$ cat config.mk
export PLATFORM = sky130hd
export DESIGN_NAME = cart_header_loader
export DESIGN_NICKNAME = d
export VERILOG_FILES = /design/src/rtl/cart_header_loader_pkg.sv /design/src/rtl/cart_header_loader_decode.sv /design/src/rtl/cart_header_loader.sv
export SDC_FILE = /design/constraint.sdc
export NUM_CORES = 1
export LEC_CHECK = 0
export CAP_MARGIN = 20
export CORE_MARGIN = 2
export CORE_UTILIZATION = 49
export DETAILED_ROUTE_END_ITERATION = 16
export HOLD_SLACK_MARGIN = 0.15
export PLACE_DENSITY = 0.85
export SETUP_SLACK_MARGIN = 0.05
export SYNTH_ARGS = -nofsm -noshare
export SYNTH_HDL_FRONTEND = slang
export SYNTH_SLANG_ARGS = --single-unit
$ cat constraint.sdc
create_clock -name clock -period 2.3 [get_ports clock]
set_input_delay 0.23 -clock clock [delete_from_list [all_inputs] [get_ports clock]]
set_output_delay 0.23 -clock clock [all_outputs]
set_load 0.01 [all_outputs]
$ cat src/rtl/cart_header_loader_pkg.sv
// Shared iNES header layout, flags word bit positions, error codes and loader states.
// Cart memory and mappers import this so every block decodes the flags identically.
package cart_header_loader_pkg;

  localparam logic [31:0] INES_MAGIC = 32'h1A53454E;  // "NES\x1A", byte 0 in bits [7:0]

  localparam int HDR_BYTES  = 16;
  localparam int HDR_PRG    = 4;
  localparam int HDR_CHR    = 5;
  localparam int HDR_FLAGS6 = 6;
  localparam int HDR_FLAGS7 = 7;

  localparam int FLAG_MAPPER_LSB = 0;
  localparam int FLAG_MAPPER_W   = 8;
  localparam int FLAG_PRG_LSB    = 8;
  localparam int FLAG_CHR_LSB    = 11;
  localparam int FLAG_SIZE_W     = 3;
  localparam int FLAG_VMIRROR    = 14;
  localparam int FLAG_CHR_RAM    = 15;
  localparam int FLAG_BATTERY    = 16;

  localparam logic [1:0] ERR_NONE    = 2'd0;
  localparam logic [1:0] ERR_MAGIC   = 2'd1;
  localparam logic [1:0] ERR_SIZE    = 2'd2;
  localparam logic [1:0] ERR_TIMEOUT = 2'd3;

  typedef enum logic [2:0] {
    IDLE,
    WAIT_FLASH,
    REQ,
    WAIT_DATA,
    DECODE,
    DONE,
    ERROR
  } loader_state_t;

  // Returns {is_supported_power_of_two, log2}; only 1, 2, 4 and 8 banks are accepted.
  function automatic logic [3:0] bank_log2(input logic [7:0] n);
    case (n)
      8'd1:    bank_log2 = 4'b1_000;
      8'd2:    bank_log2 = 4'b1_001;
      8'd4:    bank_log2 = 4'b1_010;
      8'd8:    bank_log2 = 4'b1_011;
      default: bank_log2 = 4'b0_000;
    endcase
  endfunction

endpackage

$ cat src/rtl/cart_header_loader_decode.sv
// Combinational iNES header decoder: 16 header bytes in, flags word and error code out.
module ines_header_decode
  import cart_header_loader_pkg::*;
(
  input  logic [8*HDR_BYTES-1:0] header,
  output logic [31:0]            flags,
  output logic [1:0]             error
);

  logic [7:0] prg;
  logic [7:0] chr;
  logic [7:0] f6;
  logic [7:0] f7;
  logic [3:0] prg_l;
  logic [3:0] chr_l;
  logic       unused_bits;

  assign prg = header[8*HDR_PRG +: 8];
  assign chr = header[8*HDR_CHR +: 8];
  assign f6  = header[8*HDR_FLAGS6 +: 8];
  assign f7  = header[8*HDR_FLAGS7 +: 8];

  assign unused_bits = ^{header[8*HDR_BYTES-1:64], f6[3:2], f7[3:0]};

  always_comb begin
    prg_l = bank_log2(prg);
    // Zero CHR banks is legal (CHR RAM) and encodes as log2 field 0.
    chr_l = (chr == 8'd0) ? 4'b1_000 : bank_log2(chr);

    flags = '0;
    flags[FLAG_MAPPER_LSB +: FLAG_MAPPER_W] = {f7[7:4], f6[7:4]};
    flags[FLAG_PRG_LSB +: FLAG_SIZE_W]      = prg_l[2:0];
    flags[FLAG_CHR_LSB +: FLAG_SIZE_W]      = chr_l[2:0];
    flags[FLAG_VMIRROR]                     = f6[0];
    flags[FLAG_CHR_RAM]                     = (chr == 8'd0);
    flags[FLAG_BATTERY]                     = f6[1];

    if (header[31:0] != INES_MAGIC)
      error = ERR_MAGIC;
    else if (!prg_l[3] || !chr_l[3])
      error = ERR_SIZE;
    else
      error = ERR_NONE;
  end

endmodule

$ cat src/rtl/cart_header_loader.sv
// Fetches the 16-byte iNES header of a cartridge slot over the shared flash byte port,
// validates it and publishes the decoded flags word with a cart-ready qualifier.
module cart_header_loader
  import cart_header_loader_pkg::*;
#(
  parameter logic [23:0] BASE_ADDR      = 24'h100000,
  parameter int          SLOT_SHIFT     = 18,
  parameter int          TIMEOUT_CYCLES = 4096
) (
  input  logic        clock,
  input  logic        reset_n,
  input  logic        reload,
  input  logic [3:0]  index,
  input  logic        flash_ready,
  output logic        rd_req,
  output logic [23:0] rd_addr,
  input  logic        rd_valid,
  input  logic [7:0]  rd_data,
  output logic        busy,
  output logic        cart_ready,
  output logic [31:0] flags_out,
  output logic [1:0]  header_error
);

  localparam int TW = $clog2(TIMEOUT_CYCLES + 1);
  localparam logic [TW-1:0] TIMEOUT_LAST = TW'(TIMEOUT_CYCLES - 1);

  loader_state_t          state;
  logic [3:0]             slot;
  logic [3:0]             cnt;
  logic [TW-1:0]          timer;
  logic [8*HDR_BYTES-1:0] header;
  logic [23:0]            slot_base;
  logic [31:0]            dec_flags;
  logic [1:0]             dec_err;

  assign slot_base = BASE_ADDR + (24'(slot) << SLOT_SHIFT);

  ines_header_decode u_decode (
    .header (header),
    .flags  (dec_flags),
    .error  (dec_err)
  );

  // Reset behaves as a reload of slot 0; a reload in any state aborts and restarts.
  always_ff @(posedge clock or negedge reset_n) begin
    if (!reset_n) begin
      state        <= WAIT_FLASH;
      slot         <= '0;
      cnt          <= '0;
      timer        <= '0;
      header       <= '0;
      rd_req       <= 1'b0;
      rd_addr      <= '0;
      busy         <= 1'b1;
      cart_ready   <= 1'b0;
      flags_out    <= '0;
      header_error <= ERR_NONE;
    end else if (reload) begin
      state        <= WAIT_FLASH;
      slot         <= index;
      cnt          <= '0;
      rd_req       <= 1'b0;
      busy         <= 1'b1;
      cart_ready   <= 1'b0;
      flags_out    <= '0;
      header_error <= ERR_NONE;
    end else begin
      case (state)
        WAIT_FLASH: if (flash_ready) state <= REQ;
        REQ: begin
          rd_req  <= 1'b1;
          rd_addr <= slot_base + {20'd0, cnt};
          timer   <= '0;
          state   <= WAIT_DATA;
        end
        WAIT_DATA: begin
          if (rd_valid) begin
            rd_req              <= 1'b0;
            header[{cnt, 3'b000} +: 8] <= rd_data;
            if (cnt == 4'd15) begin
              state <= DECODE;
            end else begin
              cnt   <= cnt + 4'd1;
              state <= REQ;
            end
          end else if (timer == TIMEOUT_LAST) begin
            rd_req       <= 1'b0;
            busy         <= 1'b0;
            flags_out    <= '0;
            header_error <= ERR_TIMEOUT;
            state        <= ERROR;
          end else begin
            timer <= timer + 1'b1;
          end
        end
        DECODE: begin
          busy <= 1'b0;
          if (dec_err != ERR_NONE) begin
            header_error <= dec_err;
            flags_out    <= '0;
            state        <= ERROR;
          end else begin
            flags_out  <= dec_flags;
            cart_ready <= 1'b1;
            state      <= DONE;
          end
        end
        default: ;
      endcase
    end
  end

endmodule

# == Word level (Yosys, flattened, before mapping) ==
# Index checks and enable logic that the tools add are counted.
# W data, S select, Z words.
# word_totals
register_bits,213
latchBits,0
mem_bits_rw,0
rom_bits,0
out_inout_bits,61
n_memories,0
# classes
addsub,5
mul,0
div_mod_pow,0
magnitude_cmp,0
n_eq_ne,24
n_shift,2
mux,40
bitwise_logic,1
reduce_logical,21
# op_table
cell,n
$bwmux W128,1
$shift A8 B9 Y128 const A,1
$shiftx A8 B9 Y128,1
$mux W32,3
$pmux W32 S2,1
$ne A32 B29 Y1 const B,1
$pmux W4 S4,2
$mux W13,2
$pmux W13 S2,1
$add A23 B4 Y24,1
$add A21 B22 Y23 const A,1
$mux W4,5
$mux W17,1
$eq A8 B1 Y1 const B,2
$eq A8 B2 Y1 const B,2
$eq A8 B3 Y1 const B,2
$eq A8 B4 Y1 const B,2
$mux W3,5
$mux W2,7
$add A13 B1 Y13 const B,1
$eq A13 B12 Y1 const B,1
$ne A3 B3 Y1 const B,4
$pmux W3 S4,1
$reduce_and A3 Y1,4
20 further kinds,41

# == Longest topological paths before layout ==
# Gate-level depths: netlist (run 1).
# depth
depth_word,11
ltp_mapped,9

# == By module ==
# Synthesis (run 1) repeated with hierarchy kept, for this count alone.
# unflattened
hier_cells,693
hier_area_um2,8852.2
# by_module_without_submodules
mod,n_inst,cells_per_inst,area_each_um2
cart_header_loader,1,633,8410.6
ines_header_decode,1,60,441.7

# == Least setup slack after synthesis (run 1) ==
# Ideal clock, no wire load.
# synth_timing
path_type,register -> register
startpoint,register cnt[0]
endpoint,register header[0]
setup_ns,0.125
arrival_ns,2.160
path_slack_ns,0.015
path_stages_with_launch,8
n_path_buf,2
period_less_slack_ns,2.285
cell_sequence,dfrtp_1 > clkbuf_1 > inv_1 > ha_1 > or3_1 > or3_1 > buf_4 > mux2_4
# synth_between
elab_chain_len,3
elab_cells_between_ends,4
# synth_rtl
element,line,source
start: declaration,cart_header_loader.sv:30,logic [3:0] cnt;
start signal: assignment,cart_header_loader.sv:84,cnt <= cnt + 4'd1;
$neg A7 Y9 *,cart_header_loader.sv:80,"header[{cnt, 3'b000} +: 8] <= rd_data;"
$shiftx A8 B9 Y128 / $shift A8 B9 Y128 (equally long branches),cart_header_loader.sv:80,
$bwmux W128 *,cart_header_loader.sv:80,
end signal: indexed assignment,cart_header_loader.sv:80,
end: declaration,cart_header_loader.sv:32,logic [8*HDR_BYTES-1:0] header;
# Every way passes the cells marked *; elsewhere a longest branch is shown, timed or not.
# A chain may end at the register's enable or synchronous reset.

# == Worst setup path after layout (run 1) ==
# layout_timing
startpoint,register state[2]
endpoint,register header[24]
# layout_between
elab_chain_len,2
# layout_rtl
element,line,source
start: declaration,cart_header_loader.sv:28,loader_state_t state;
start signal: assignment,cart_header_loader.sv:48,state <= WAIT_FLASH;
start signal: assignment,cart_header_loader.sv:60,state <= WAIT_FLASH;
start signal: assignment,cart_header_loader.sv:70,WAIT_FLASH: if (flash_ready) state <= REQ;
$eq A3 B2 Y1,cart_header_loader.sv:69,case (state)
$reduce_and A3 Y1 (no line),n/a,
# No other way between the ends.

==> impl_results.md, run 1 <==
- Worst vdd ir: 0.000371 V
- Pwr dens: 686 nW/um^2
- Yosys cell types: 56
- Layout cell share with drive strength beyond 1: 25.3%
- Drt pass-1 iters: 4
- Gate Count Post-Synth: 438
- Setup TNS after final layout: 0 ns
- CTS Buf Count: 9
- Mapped Avg Cell Area: 11.9 um^2
- Crit path DAT: 2.44 ns
- ANT cells: 0
- Cells on worst reg2reg path: 6
- CTS tree: done
- Post-DRT Antenna Nets: 0
- RSZ-0062 raised after global routing: no
- Power Total: 0.00419 W
- Post-CTS Setup Bufs: 0
- Core Area: 10300 um^2
- Full die area: 11500 um^2
- Max clock buf depth: 2
- Gr usage total: 19.3%
- Fmax: 0.460 GHz
- Clk pin slew, worst setup/hold paths: 0.11 ns
- CTS root buf: clkbuf_8
- Worst slew pin tran: 0.715 ns
- Pins Over Slew Limit: 0
- DR vias: 3554
- Worst r2r dst: header[24]
- Die height: 107 um
- DR iter-0 viols: 189
- Largest net degree at the start of global routing: 47
- DRC violations left: 0
- Count of input and output buffers: 45
- Worst hold slack: 0.403 ns
- GP Congestion: 0.845
- Max Clock Skew: 0.0122 ns
- Worst setup path end: header[24]
- Ports: 78
- Top_reg_cell synth: dfrtp_1
- Yosys warns: 0
- Number of synthesized flops with an enable pin: 0
- Asr flop ratio synth: 100%
- Final hold violation count: 0
- H-tree levels: 3
- Routed WL: 10400 um
- DR vias/cell: 5.54
- Post-synthesis sequential area ratio: 53.1%
- Final period util: 94.4%
- Max-slew headroom: 52.2%
- Setup violators final: 0
- Worst Setup End Kind: flip-flop
- Clock latency on the worst-skew pair: 0.38 ns
- Mapped Area: 5230 um^2
- Total congestion overflow: 0
- Min-delay worst type: in2async
- Die X: 107 um
- WL/cell: 16.3 um
- Final #Nets: 521
- Vias in the first global route: 3506
- Yosys reg bits: 111
- Crit start category: flip-flop
- RR Startpoint: state[2]
- Critical-path maximum fanout: 8
- Leakage: 2.85 nW
- First-pass GRT wire length: 17400 um
- CP Launch Point: state[2]
- Worst setup path class: reg2reg
- Final Critical Period: 2.17 ns
- R2R setup slack: 0.13 ns
- Post-DP HPWL: 7380 um
- P&R area growth vs syn: 16.6%
- Status: finished, final reports clean
- CTS sink cnt: 111
- Starting Density: 50.7%
- Row Count: 37
- Critical Path RT: 2.57 ns
- Max Cap Viol: 0
- Initial antenna violation count: 0
repair_timing:
| action | in CTS | in global routing |
|---|---|---|
| hold endpoints to repair | 43 | 0 |
| resized for setup | 2 | 4 |
| endpoints found under the setup margin | 13 | 27 |
| hold buffers | 1 | 0 |
kinds of logic after synthesis:
family / Yosys count / share of synthesized area [%]
and+or+nand+nor: 114 / 12.4
AOI/OAI and AO/OA: 66 / 9.11
xor gates and xnor gates: 11 / 1.84
muxes: 69 / 15.4
other: 1 / 0.0717
DFF: 111 / 53.1
adders and majority gates: 4 / 0.957
buffers and inverters: 62 / 7.03
layer usage:
layer	track usage [%]	vias up	part of all wire [%]	routed length (um)
met1	25.5	1789	44	4590
met4	6.31	0	1.4	148
met3	3.69	14	5.0	520
li1	-	1640	-	-
met5	0	-	0	0
met2	32.3	111	50	5180
where the power goes:
part           internal (W)  leakage (nW)  switching, W  total [W]
combinational      0.000428          1.25      0.000429   0.000856
clock              0.000410        0.0895      0.000695    0.00110
sequential          0.00212          1.51      0.000102    0.00222
total               0.00296          2.85       0.00123    0.00419
flip-flops by register name, indices dropped and copies added, names as in the netlist:
register,cells
cart_ready,1
state,3
flags_out,15
timer,13
header,58
rd_addr,9
busy,1
cnt,4
rd_req,1
slot,4
header_error,2
Yosys cell counts, drive strengths merged, types with 2 or more instances:
cell type  instances  area [um^2]
nand3b             4         30.0
or4                4         30.0
nand2b             2         12.5
o41ai              2         25.0
o31ai              4         30.0
a22o              11         96.3
nor3b              4         30.0
nor4bb             2         20.0
mux2              68          796
a211oi             4         30.0
a21oi             13         68.8
o21ai             13         65.1
a21o               4         30.0
nor4               7         50.1
nand2             20         75.1
or3                7         48.8
inv                8         30.0
xor2               2         17.5
a21bo              2         20.0
and3               7         43.8
nand4              4         25.0
xnor2              9         78.8
nand3             11         55.1
dfstp              2         52.6
and4b              2         20.0
nor4b              4         35.0
dfrtp            109         2730
clkbuf            14         52.6
ha                 4         50.1
nor3              11         60.1
a2111oi            2         17.5
nor2              21         78.8
o21a               2         15.0
buf               40          285
worst max-delay path: stages, from the launching register on:
cell,delay [ns]
dfrtp_1,0.39
or3b_1,0.39
or3_4,0.38
a21oi_2,0.18
and4b_1,0.22
buf_4,0.17
mux2_2,0.34
through the flow:
stage | worst slack, ns | cell area (um^2) | cells | utilization [%]
after floorplan | 0.106 | 5350 | 469 | -
after global placement | -0.150 | 5880 | 624 | 57.0
after detailed placement | -0.194 | 5880 | 624 | 57.0
after CTS | 0.120 | 6080 | 641 | 58.9
after global routing | 0.0449 | 6100 | 641 | 59.1
final | 0.128 | 6100 | 641 | 59.1
area by class of cell:
class	count	area, um^2
repair buffers	74	709
fillers	781	4220
flip-flops and latches	111	2780
clock buffers	9	124
clock inverters	7	56.3
multi-input cells	296	2230
well taps	136	170
inverters	8	30.0
worst min-delay path by stage:
stage	startpoint	to	slack (ns)	cells past startpoint
after floorplan	reset_n	cart_ready	-0.07	0
after global placement	reset_n	timer[4]	0.27	1
after detailed placement	reset_n	timer[3]	0.28	1
after CTS	reset_n	flags_out[1]	0.41	2
after global routing	reset_n	flags_out[1]	0.46	2
final	reset_n	flags_out[1]	0.40	2
layout by cell type (no fill, tap or decap), types with 12 or more instances in the layout:
cell type and instances:
a21oi_1 12, buf_4 25, clkdlybuf4s50_1 44, conb_1 32, dfrtp_1 109, mux2_2 60, nand2_1 20, nor2_1 21
o21ai_0 13
Note: power is estimated with default switching activity, not from simulation.
==> run 2, diff against run 1 <==
Settings changed: CORE_UTILIZATION 49 to 57, DONT_BUFFER_PORTS set to 1, PLACE_DENSITY 0.85 to 0.84.
==> run 2 against run 1 <==
Power down 0.23%; wire length up 0.11%; the run now ends with negative hold slack left; clock skew barely moved.
==> impl_results.md, run 2 (synthesis results as in run 1) <==
- Post-DP HPWL: 6970 um (-5.5%)
- Full die area: 9960 um^2 (-14%)
- DR vias/cell: 5.98 (+7.8%)
- Die height: 99.8 um (-7.0%)
- DR vias: 3432 (-3.4%)
- First-pass GRT wire length: 17300 um (-0.40%)
- CTS root buf: clkbuf_8
- Met1 GRT Util: 30.4% (+4.9 points)
- Met2 Resource Use GR: 33.8% (+1.5 points)
- Max incr delay on CP: 0.57 ns (+0.18 ns)
- Largest net degree at the start of global routing: 112 (+140%)
- Count of input and output buffers: 0 (-100%)
- Status: finished with violations
- Hold-fix buffer count after cts: 15 (+14)
- CTS sink cnt: 111 (unchanged)
- Max-slew headroom: 47.4% (-4.8 points)
- Critical-path maximum fanout: 11 (+3)
- RR Startpoint: state[0]
- Worst Setup End Kind: flip-flop
- Worst vdd ir: 0.000356 V (-4.0%)
- Commonest non-fill, non-tap cell in the layout: dfrtp_1
- Gr usage total: 22.2% (+2.8 points)
- H-tree levels: 3 (unchanged)
- Vias in the first global route: 3348 (-4.5%)
- Failing checks: negative hold slack
- Die X: 99.8 um (-7.0%)
- M3 GR Usage: 6.82% (+3.1 points)
- Critical Path RT: 2.62 ns (+0.05 ns)
- Layout cell share with drive strength beyond 1: 27.2% (+1.8 points)
- Drt pass-1 iters: 4 (unchanged)
- Largest regs: header: 58 flops, flags_out: 15 flops, timer: 13 flops
- Worst slew pin tran: 0.786 ns (+0.0711 ns)
- Pins Over Slew Limit: 0 (unchanged)
- Final #Nets: 480 (-7.9%)
- Clock latency on the worst-skew pair: 0.39 ns (about the same)
- Core Area: 8810 um^2 (-15%)
- Crit start category: flip-flop
- GP Congestion: 0.813 (-3.8%)
- DR iter-0 viols: 207 (+9.5%)
- Layout Cells excl Fill: 574 (-10%)
- Setup violators final: 0 (unchanged)
- Routed WL: 10400 um (+0.11%)
- Pwr dens: 731 nW/um^2 (+6.6%)
- Cell Area, Placed: 5280 um^2 (-10%)
- Max Cap Viol: 0 (unchanged)
- Ports: 78 (unchanged)
- Starting Density: 59.4% (+8.7 points)
- Critical path buffers and inverters: 2 (+1)
- WL/cell: 18.2 um (+12%)
- Row Count: 34 (-8.1%)
- R2R setup slack: 0.13 ns (about the same)
- Setup TNS after final layout: 0 ns (unchanged)
- Max clock buf depth: 2 (unchanged)
- Crit path DAT: 2.49 ns (+0.05 ns)
- Final hold violation count: 111 (+111)
- CTS Buf Count: 9 (unchanged)
- Leakage: 2.71 nW (-5.1%)
- Initial antenna violation count: 2 (+2)
- Clk pin slew, worst setup/hold paths: 0.11 ns (about the same)
- Gr busiest metal: met2
- Register bank with the most flops: header
- Worst-path cell chain: buf_4, and3_2, nand2_1, or3_1, a21oi_1, dlygate4sd3_1
- Top cell family by delay on the critical path: buffers and inverters
- Worst hold slack: -0.466 ns (-0.868 ns)
- CTS tree: done
- Max Clock Skew: 0.0120 ns (-0.000239 ns)
- RSZ-0062 raised after global routing: no
- Commonest non-fill, non-tap cells in the layout: dfrtp_1 (109), mux2_2 (60), conb_1 (32)
- DRC violations left: 0 (unchanged)
- Final Critical Period: 2.17 ns (-0.00151 ns)
- CP max-delay cell: dlygate4sd3_1
- Post-Place Cells: 540 (-13%)
- Worst r2r dst: cnt[3]
- Finished Cell Area: 5710 um^2 (-6.4%)
- Post-DRT Antenna Nets: 0 (unchanged)
- Final period util: 94.4% (about the same)
- Worst setup path class: reg2reg
- Min-delay worst type: in2async
- Fmax: 0.461 GHz (about the same)
- Largest register FFs: 58 (unchanged)
- P&R area growth vs syn: 9.16%
- Total congestion overflow: 0 (unchanged)
- Cells on worst reg2reg path: 6 (unchanged)
run 2: worst max-delay path by stage:
stage                     slack, ns  cells past startpoint       start            to
after detailed placement       0.08                      7      cnt[0]    header[43]
after global placement         0.09                      6  header[18]  flags_out[4]
after CTS                      0.05                      6  header[18]  flags_out[3]
final                          0.13                      6    state[0]        cnt[3]
after floorplan                0.11                      6    state[2]     header[0]
after global routing           0.05                      7    timer[0]     timer[11]
run 2: final cells by class:
| type | count | area (um^2) |
|---|---|---|
| Antenna cell | 2 | 5.00 |
| Clock buffer | 9 | 124 |
| Clock inverter | 7 | 100 |
| Fill cell | 611 | 3100 |
| Inverter | 8 | 30.0 |
| Multi-Input combinational cell | 296 | 2250 |
| Sequential cell | 111 | 2780 |
| Tap cell | 108 | 135 |
| Timing Repair Buffer | 33 | 285 |
run 2: repair_timing:
action                                  in CTS  in global routing
endpoints found under the setup margin       0                 66
hold endpoints to repair                   187                111
resized for setup                            0                 14
setup buffers                                0                  1
run 2: power breakdown:
| group | internal [W] | switching, W |
|---|---|---|
| logic | 0.000316 | 0.000334 |
| registers | 0.00212 | 0.000133 |
| clock network | 0.000541 | 0.000728 |
| total | 0.00298 | 0.00120 |
run 2: metal layers:
layer / share of wire [%] / up-vias
met3: 6.8 / 18
met2: 48 / 131
met4: 1.5 / 0
met1: 44 / 1723
li1: - / 1560
met5: 0 / -
run 2: per-stage QoR:
step | setup WS, ns | util (%) | power (W) | hold slack [ns]
2_1_floorplan | 0.106 | - | 0.00277 | -0.0656
3_3_place_gp | 0.0898 | 59.9 | 0.00285 | -0.0624
3_5_place_dp | 0.0806 | 59.9 | 0.00288 | -0.0617
4_1_cts | 0.0538 | 64.2 | 0.00418 | -0.485
5_1_grt | 0.0459 | 64.8 | 0.00438 | -0.496
6_report | 0.130 | 64.8 | 0.00418 | -0.466
